<file path="src/rtl/fifo_frame_unpacker.sv">
// fifo_frame_unpacker: reads length-tagged frame words from the read side of the
// clock-crossing FIFO and streams their payload as valid/ready beats.
//
// state | meaning
// IDLE  | no word held; pops as soon as the FIFO is non-empty
// CAP   | popped word is on data_from_fifo; latch it or drop it for a bad length
// SEND  | emitting beats of the held word, least significant beat first
module fifo_frame_unpacker #(
   parameter int DATA_W    = 140,
   parameter int BEAT_W    = 16,
   parameter int MAX_BEATS = 8,
   parameter int CNT_W     = 16
) (
   input  logic              clk_out,
   input  logic              rst_n,
   input  logic              fifo_empty,
   output logic              fifo_r_enable,
   input  logic [DATA_W-1:0] data_from_fifo,
   output logic [BEAT_W-1:0] beat_data,
   output logic [7:0]        beat_chan,
   output logic              beat_last,
   output logic              beat_valid,
   input  logic              beat_ready,
   output logic [CNT_W-1:0]  frame_cnt,
   output logic [CNT_W-1:0]  len_err_cnt,
   output logic              len_err
);
   localparam int         PAY_W   = MAX_BEATS * BEAT_W;
   localparam int         IDX_W   = (MAX_BEATS > 1) ? $clog2(MAX_BEATS) : 1;
   localparam logic [3:0] MAX_LEN = 4'(MAX_BEATS);

   typedef enum logic [1:0] {S_IDLE, S_CAP, S_SEND} state_t;

   state_t            state;
   logic [PAY_W-1:0]  payload_q;
   logic [IDX_W-1:0]  beat_idx;
   logic [IDX_W-1:0]  last_idx;
   logic [IDX_W-1:0]  next_idx;
   logic [BEAT_W-1:0] beats [MAX_BEATS];
   logic [3:0]        new_len;
   logic              len_bad;
   logic              pop;

   assign new_len  = data_from_fifo[DATA_W-1 -: 4];
   assign len_bad  = (new_len == 4'd0) || (new_len > MAX_LEN);
   assign next_idx = beat_idx + IDX_W'(1);

   // A pop is offered either from IDLE or on the accepted last beat, so the next
   // word lands in CAP with a single bubble between frames.
   assign pop = rst_n && !fifo_empty &&
                ((state == S_IDLE) || (state == S_SEND && beat_ready && beat_last));
   assign fifo_r_enable = pop;

   always_comb begin
      for (int i = 0; i < MAX_BEATS; i++) begin
         beats[i] = payload_q[i*BEAT_W +: BEAT_W];
      end
   end

   always_ff @(posedge clk_out) begin
      if (!rst_n) begin
         state       <= S_IDLE;
         payload_q   <= '0;
         beat_idx    <= '0;
         last_idx    <= '0;
         beat_data   <= '0;
         beat_chan   <= '0;
         beat_last   <= 1'b0;
         beat_valid  <= 1'b0;
         frame_cnt   <= '0;
         len_err_cnt <= '0;
         len_err     <= 1'b0;
      end else begin
         len_err <= 1'b0;
         case (state)
            S_IDLE: begin
               if (pop) state <= S_CAP;
            end
            S_CAP: begin
               if (len_bad) begin
                  len_err <= 1'b1;
                  if (len_err_cnt != '1) len_err_cnt <= len_err_cnt + CNT_W'(1);
                  state <= S_IDLE;
               end else begin
                  payload_q  <= data_from_fifo[PAY_W-1:0];
                  beat_idx   <= '0;
                  last_idx   <= IDX_W'(new_len - 4'd1);
                  beat_data  <= data_from_fifo[BEAT_W-1:0];
                  beat_chan  <= data_from_fifo[DATA_W-5 -: 8];
                  beat_last  <= (new_len == 4'd1);
                  beat_valid <= 1'b1;
                  state      <= S_SEND;
               end
            end
            S_SEND: begin
               if (beat_ready) begin
                  if (beat_last) begin
                     frame_cnt  <= frame_cnt + CNT_W'(1);
                     beat_valid <= 1'b0;
                     beat_last  <= 1'b0;
                     state      <= pop ? S_CAP : S_IDLE;
                  end else begin
                     beat_idx  <= next_idx;
                     beat_data <= beats[next_idx];
                     beat_last <= (next_idx == last_idx);
                  end
               end
            end
            default: state <= S_IDLE;
         endcase
      end
   end
endmodule

</file>
<file path="config.mk">
export PLATFORM = sky130hd
export DESIGN_NAME = fifo_frame_unpacker
export DESIGN_NICKNAME = d
export VERILOG_FILES = /design/src/rtl/fifo_frame_unpacker.sv
export SDC_FILE = /design/constraint.sdc
export NUM_CORES = 1
export LEC_CHECK = 0
export CORE_UTILIZATION = 33
export CTS_BUF_LIST = sky130_fd_sc_hd__clkbuf_16
export CTS_CLUSTER_DIAMETER = 200
export DETAILED_ROUTE_END_ITERATION = 7
export GPL_TIMING_DRIVEN = 0
export PLACE_DENSITY = 0.63
export SYNTH_ARGS = -nofsm -noshare
export SYNTH_HDL_FRONTEND = slang
export SYNTH_SLANG_ARGS = --single-unit
export TNS_END_PERCENT = 30
</file>
<file path="constraint.sdc">
create_clock -name clk_out -period 2.21 [get_ports clk_out]
set_input_delay 0.221 -clock clk_out [delete_from_list [all_inputs] [get_ports clk_out]]
set_output_delay 0.221 -clock clk_out [all_outputs]
set_load 0.01 [all_outputs]
</file>
==> flow_summary_export.csv, run 1 <==
group,metric,value,unit
outcome,outcome,"completed",
worst_setup_path,path_class,"flip-flop to flip-flop",
sta,hold_viol,0,
floorplanning,initial_core_util,33.5,%
floorplanning,die_h,159,um
power,clkPwrFrac,40.3,%
sta,tightest_slew,740,ps
logic_synthesis,syn_inst,951,
worst_hold_path,min_from,"data_from_fifo[136]",
floorplanning,dieWidth,159,um
logic_synthesis,synth-seq-area-share,47.8,%
logic_synthesis,yosys.area_share.simple,21.2,%
cells_and_area,syn2layout_area_growth,39.8,%
global_routing,grt_pass1_vias,7329,
logic_synthesis,synth_warnings,0,
power,p_per_area,666,nW/um^2
clocking,cts_tree,"yes",
global_routing,grt_use_total,22.0,%
worst_setup_path,crit_chain,"ha_4 > xor2_4 > buf_12 > mux4_2 > mux2i_2 > nor2_1 > a221o_1",
worst_setup_path,arrival,2520,ps
route,vias,7744,
sta,rsz0062_at_grt,"true",
worst_setup_path,worstReg2RegStart,"beat_idx[1]$_SDFFE_PN0P_",
route,wl_per_cell,18.6,um
worst_hold_path,hp-class,"input port to flip-flop",
route,first_iter_violations,641,
route,ant_nets,0,
global_routing,grt_first_pass_wirelength,42100,um
floorplanning,die_area,25400,um^2
clocking,htree_levels,4,
clocking,clockRootBuffer,"clkbuf_16",
sta,period_needed,2190,ps
route,drc,0,
logic_synthesis,synth_compound_area_share,14.2,%
clocking,numCtsBuffers,17,
cells_and_area,layout_common_cells,"nand2_1 (306), clkdlybuf4s50_1 (201), dfxtp_1 (191)",
global_routing,grt_max_degree,19,
power,power,7.60,mW
clocking,postCtsHoldBufs,0,
place,placed_area,10600,um^2
worst_setup_path,critical-path-slowest-cell,"mux4_2",
worst_setup_path,crit_start,"beat_idx[1]$_SDFFE_PN0P_",
power,power.switching,1.96,mW
worst_setup_path,cp-start-kind,"flip-flop",
cells_and_area,drive_gt1_share,10.6,%
sta,max_freq,0.456,GHz
worst_setup_path,slowest_delay,510,ps
power,p_leak,3.82,nW
place,place_hpwl,21100,um
logic_synthesis,synth_cell_types,48,
sta,worst_slack,17.2,ps
job,maxCapViolCount,0,
power,p_seq_share,48.6,%
logic_synthesis,synth_fa_ha_area_share,0.767,%
floorplanning,rows,57,
power,p_comb_share,11.0,%
route,via_per_inst,5.11,
logic_synthesis,ys.flop_type,"dfxtp_1",
global_routing,grt-ovfl-total,0,
clocking,cts.sinks,195,
logic_synthesis,synth_edf_count,0,
power,intPower,5.64,mW
route,routed_wirelength,28200,um
power,peakVddDrop,0.455,mV
worst_setup_path,worst_setup_path_end_kind,"flip-flop",
sta,min_period_over_period,99.2,%
clocking,path_clk_slew,70,ps
cells_and_area,antenna_cells,0,
clocking,clk_latency,440,ps
sta,hold_slack,56.7,ps
logic_synthesis,synthMuxAreaShare,10.1,%
worst_setup_path,critPathMaxFanout,10,
sta,slew_viol_final,0,
cells_and_area,final_nets,1326,
cells_and_area,final_cell_area,11400,um^2
sta,clock_skew,11.4,ps
logic_synthesis,syn-num-nets,1100,
power,p_sw_share,25.8,%
place,gp_congestion,0.875,
floorplanning,ios,204,
cells_and_area,layout_commonest_cell,"nand2_1",
logic_synthesis,synth.avg_cell_area,8.58,um^2
logic_synthesis,synth_xor_area_share,2.44,%
logic_synthesis,synth_area,8160,um^2
place,portBuffers,203,
clocking,clockBufferDepth,2,
logic_synthesis,async_flop_share,0,%
global_routing,antenna_found_initial,1,
worst_setup_path,cp.required,2530,ps
place,pre_cts_ws,-915,ps
sta,maxSlewHeadroom,50.6,%
logic_synthesis,synth_top_family_by_area,"simple AND/OR/NAND/NOR gates",
logic_synthesis,synth.ff_latch_count,195,
route,first_pass_iters,5,
sta,finalSetupViolCount,0,
floorplanning,core,24300,um^2
==> stage by stage <==
stage,utilization [%],cells,TNS (ps)
floorplan,-,951,0
global placement,43.6,1478,-94140
detailed placement,43.6,1478,-100370
CTS,46.4,1510,-951
global route,46.9,1514,-342
finish,46.9,1514,0
==> power by group through the flow <==
stage               registers, mW  clock network (mW)  logic (mW)
floorplan                    3.76                   0       0.330
global route                 3.70                3.23       0.896
finish                       3.69                3.06       0.838
global placement             3.77                   0       0.809
detailed placement           3.77                   0       0.813
CTS                          3.69                3.10       0.827
==> path summary, 6_finish.rpt <==
path	slack (ps)	cells after the start	to
max	20	7	beat_data[13]$_SDFFE_PN0P_
min	60	2	last_idx[0]$_SDFFE_PN0P_
max reg2reg	20	7	beat_data[13]$_SDFFE_PN0P_
min reg2reg	450	2	beat_chan[4]$_SDFFE_PN0P_
==> registers in the layout, summed over array words and instances, names as in the netlist <==
name,cells
len_err_cnt,16
beat_idx,3
beat_valid,1
last_idx,3
beat_chan,8
state,2
frame_cnt,16
payload_q,128
beat_last,1
beat_data,16
len_err,1
==> Yosys cell counts (all sizes together), types with 3 or more instances <==
cell    instances  area (um^2)
and2            3         18.8
clkbuf         50          188
nor4            4         25.0
or3             7         43.8
mux2i          10          100
o21ai          10         50.1
nor3           12         65.1
xnor2          12          105
nand3          13         65.1
nor2           34          128
buf            16         73.8
mux4           32          721
nand2b          4         32.5
ha              5         62.6
nand3b          3         22.5
a221o          16          160
dfxtp         195         3900
xor2            9         93.8
or4             4         30.0
o31ai           3         22.5
nand4           5         31.3
nand2         306         1150
inv             7         26.3
and3            6         37.5
o311a           3         30.0
a21oi         161          806
==> metal layers <==
metal | track usage (%) | up-vias | wire, um
li1 | - | 3719 | -
met1 | 29.3 | 3695 | 12500
met2 | 36.1 | 297 | 13300
met3 | 4.35 | 31 | 2010
met4 | 6.21 | 2 | 417
met5 | 0 | - | 13
==> kinds of logic (layout without fill, tap and decap cells) <==
group	Yosys count	after routing
compound gates	204	204
fa+ha+maj	5	5
xor+xnor	21	21
simple gates	411	411
mux	42	42
flops	195	195
buf+inv	73	312
==> timing repair <==
action / in CTS / in global routing
pin swaps: 0 / 3
buffers inserted: 1 / 5
resized for setup: 40 / 37
cloned: 0 / 0
setup endpoints to repair: 133 / 125
==> final cells by class <==
cell class                 count  area (um^2)
buffer                        64          343
clock buffer                  17          425
clock inverter                15          148
fill                        2334        12900
inverter                       7         26.3
multi-input combinational    683         4060
sequential                   195         3910
tap                          324          405
timing repair buffer         209         2090
==> worst max-delay path: cells and delay by family, from the launching register on <==
family | cells | cell delay [ps]
DFF | 1 | 360
adders and majority gates | 1 | 190
muxes | 2 | 720
buffers and inverters | 1 | 190
AOI/OAI and AO/OA | 1 | 280
xor gates and xnor gates | 1 | 260
and+or+nand+nor | 1 | 80
Power figures use the tool's default switching activity.
==> run 2: changes to the inputs <==
--- a/config.mk
+++ b/config.mk
@@ -5,6 +5,7 @@
 export SDC_FILE = /design/constraint.sdc
 export NUM_CORES = 1
 export LEC_CHECK = 0
+export CAP_MARGIN = 0
 export CORE_UTILIZATION = 33
 export CTS_BUF_LIST = sky130_fd_sc_hd__clkbuf_16
 export CTS_CLUSTER_DIAMETER = 200
==> results of run 2 <==
The final DEF is identical to that of run 1; final timing and power are the same.
==> run 3: changes to the inputs <==
--- a/config.mk
+++ b/config.mk
@@ -5,7 +5,7 @@
 export SDC_FILE = /design/constraint.sdc
 export NUM_CORES = 1
 export LEC_CHECK = 0
-export CAP_MARGIN = 0
+export CAP_MARGIN = 20
 export CORE_UTILIZATION = 33
 export CTS_BUF_LIST = sky130_fd_sc_hd__clkbuf_16
 export CTS_CLUSTER_DIAMETER = 200
==> run 3 against run 2 <==
Effect of this change:
- the flow now finishes with violations (negative setup slack)
- critical path depth is the same
- cell count is 0.20% higher
- count of clock-buffer cells in the layout is the same
- via count down 0.62%
- worst hold slack lost 2.5 ps
- sequential power about the same
- wire length rose by 0.15%
- sequential share of layout area did not move
- register-to-register slack worse by 50 ps
- worst setup slack worse by 49 ps
- power decreased by 0.80%
- critical endpoint unchanged
- largest cell class unchanged
==> flow_summary_export.csv, run 3 (synthesized netlist as in run 1, its figures left out) <==
group,metric,value,unit
clocking,postCtsHoldBufs,0,
floorplanning,die_h,159,um
sta,tightest_slew,796,ps
route,route.met2.wl,13300,um
clocking,clk_latency,440,ps
worst_setup_path,slowest_delay,540,ps
cells_and_area,fill_cells,2352,
worst_setup_path,critPathMaxFanout,5,
worst_setup_path,crit_chain,"ha_4 > xor2_4 > buf_8 > mux4_2 > mux2i_2 > nor2_1 > a221o_1",
outcome,violations,"negative setup slack",
clocking,clockRootBuffer,"clkbuf_16",
sta,finalSetupViolCount,1,
outcome,outcome,"finished with violations",
floorplanning,die_area,25400,um^2
cells_and_area,seqCellArea,3910,um^2
place,gp_congestion,0.875,
route,wl_met3,2330,um
worst_setup_path,worstReg2RegStart,"beat_idx[1]$_SDFFE_PN0P_",
sta,max_freq,0.446,GHz
global_routing,antenna_found_initial,1,
sta,hold_slack,54.2,ps
cells_and_area,drive_gt1_share,10.2,%
global_routing,grt-ovfl-total,0,
cells_and_area,multiInputGateArea,4050,um^2
cells_and_area,layout_commonest_cell,"nand2_1",
job,maxCapViolCount,0,
sta,rsz0062_at_grt,"true",
floorplanning,initial_core_util,33.5,%
worst_hold_path,hp-class,"input port to flip-flop",
clocking,htree_levels,4,
floorplanning,core,24300,um^2
worst_setup_path,worst_setup_path_end_kind,"flip-flop",
clocking,cts.sinks,195,
route,wl_per_cell,18.6,um
worst_setup_path,cp-start-kind,"flip-flop",
route,via_per_inst,5.07,
worst_hold_path,hold_depth,2,
power,power,7.53,mW
worst_setup_path,reg2regPathDepth,7,
worst_setup_path,cp.required,2540,ps
cells_and_area,layout_common_cells,"nand2_1 (306), clkdlybuf4s50_1 (201), dfxtp_1 (191)",
sta,worst_slack,-32.0,ps
cells_and_area,final_nets,1329,
clocking,clockBufferDepth,2,
power,peakVddDrop,0.533,mV
worst_setup_path,path_class,"flip-flop to flip-flop",
floorplanning,ios,204,
route,wirelength_met1,12100,um
power,p_leak,3.81,nW
cells_and_area,largest_reg_flops,128,
sta,period_needed,2240,ps
floorplanning,rows,57,
worst_setup_path,critical-path-slowest-cell,"mux4_2",
clocking,numCtsBuffers,17,
clocking,cts_tree,"yes",
global_routing,grt_first_pass_wirelength,42100,um
route,vias,7696,
clocking,path_clk_slew,70,ps
sta,clock_skew,12.3,ps
place,place_hpwl,21100,um
power,p_per_area,660,nW/um^2
route,routed_wirelength,28300,um
worst_setup_path,arrival,2570,ps
route,drc,0,
place,pre_cts_ws,-881,ps
cells_and_area,antenna_cells,0,
place,portBuffers,203,
sta,hold_viol,0,
global_routing,grt_use_total,22.1,%
route,first_iter_violations,606,
sta,min_period_over_period,101,%
cells_and_area,regMostFlops,"payload_q",
worst_setup_path,r2r_slack,-30,ps
route,ant_nets,0,
worst_setup_path,crit_start,"beat_idx[1]$_SDFFE_PN0P_",
sta,maxSlewHeadroom,46.4,%
route,top_layer,"met5",
sta,slew_viol_final,0,
global_routing,grt_pass1_vias,7295,
cells_and_area,syn2layout_area_growth,39.8,%
global_routing,grt_max_degree,18,
floorplanning,dieWidth,159,um
worst_setup_path,endpoint,"beat_data[13]$_SDFFE_PN0P_",
worst_setup_path,r2r_end,"beat_data[13]$_SDFFE_PN0P_",
route,first_pass_iters,5,
[run 3: changes by cell type in the layout (fill, tap and decap cells not counted), sizes merged]
| cell | change |
|---|---|
| clkbuf | +2 |
| inv | -1 |
| clkinvlp | +3 |
| buf | +1 |
| clkinv | -2 |
[run 3: metal layers]
layer	GRT usage [%]	vias up
met4	7.04	2
li1	-	3725
met1	29.4	3625
met3	4.40	37
met5	0	-
met2	36.0	307
[run 3: layout make-up]
| type | instances | share of cell area (%) |
|---|---|---|
| Multi-Input combinational cell | 683 | 35.5 |
| Sequential cell | 195 | 34.3 |
| Timing Repair Buffer | 211 | 18.5 |
| Clock buffer | 17 | 3.73 |
| Tap cell | 324 | 3.55 |
| Buffer | 65 | 3.09 |
| Clock inverter | 15 | 1.17 |
| Inverter | 7 | 0.230 |
[run 3: how the worst min path moves through the flow]
stage	from	endpoint
6_report	data_from_fifo[136]	last_idx[0]$_SDFFE_PN0P_
5_1_grt	data_from_fifo[136]	last_idx[0]$_SDFFE_PN0P_
4_1_cts	data_from_fifo[69]	payload_q[69]$_SDFFE_PN0P_
3_5_place_dp	payload_q[49]$_SDFFE_PN0P_	payload_q[49]$_SDFFE_PN0P_
3_3_place_gp	payload_q[52]$_SDFFE_PN0P_	payload_q[52]$_SDFFE_PN0P_
2_1_floorplan	fifo_empty	state[0]$_SDFFE_PN0P_
[run 3: worst max-delay path: cells and delay by family, from the launching register on]
kind	cells	cell delay, ps
multiplexers	2	750
flip-flops	1	370
XOR/XNOR	1	310
AO/OA/AOI/OAI	1	280
adder cells (fa/ha/maj)	1	170
buffers and inverters	1	160
AND/OR/NAND/NOR	1	80
[run 3: what timing repair did]
item                       in CTS  in global routing
buffers inserted                1                  5
gates cloned                    0                  1
setup endpoints to repair     138                146
gates resized for setup        49                 17
pin swaps                       0                  1
[run 3: through the flow]
step	util, %	setup TNS [ps]	std cells	area, um^2
detailed placement	43.6	-101190	1479	10600
global route	46.9	-374	1517	11400
finish	46.9	-32.0	1517	11400
global placement	43.6	-94140	1478	10600
floorplan	-	0	951	8170
CTS	46.4	-14.8	1511	11300
[run 3: power breakdown]
group / leakage, nW / total (mW) / internal, mW / switching, mW
combinational: 1.97 / 0.838 / 0.425 / 0.414
sequential: 1.58 / 3.69 / 3.62 / 0.0718
clock: 0.266 / 3.00 / 1.56 / 1.44
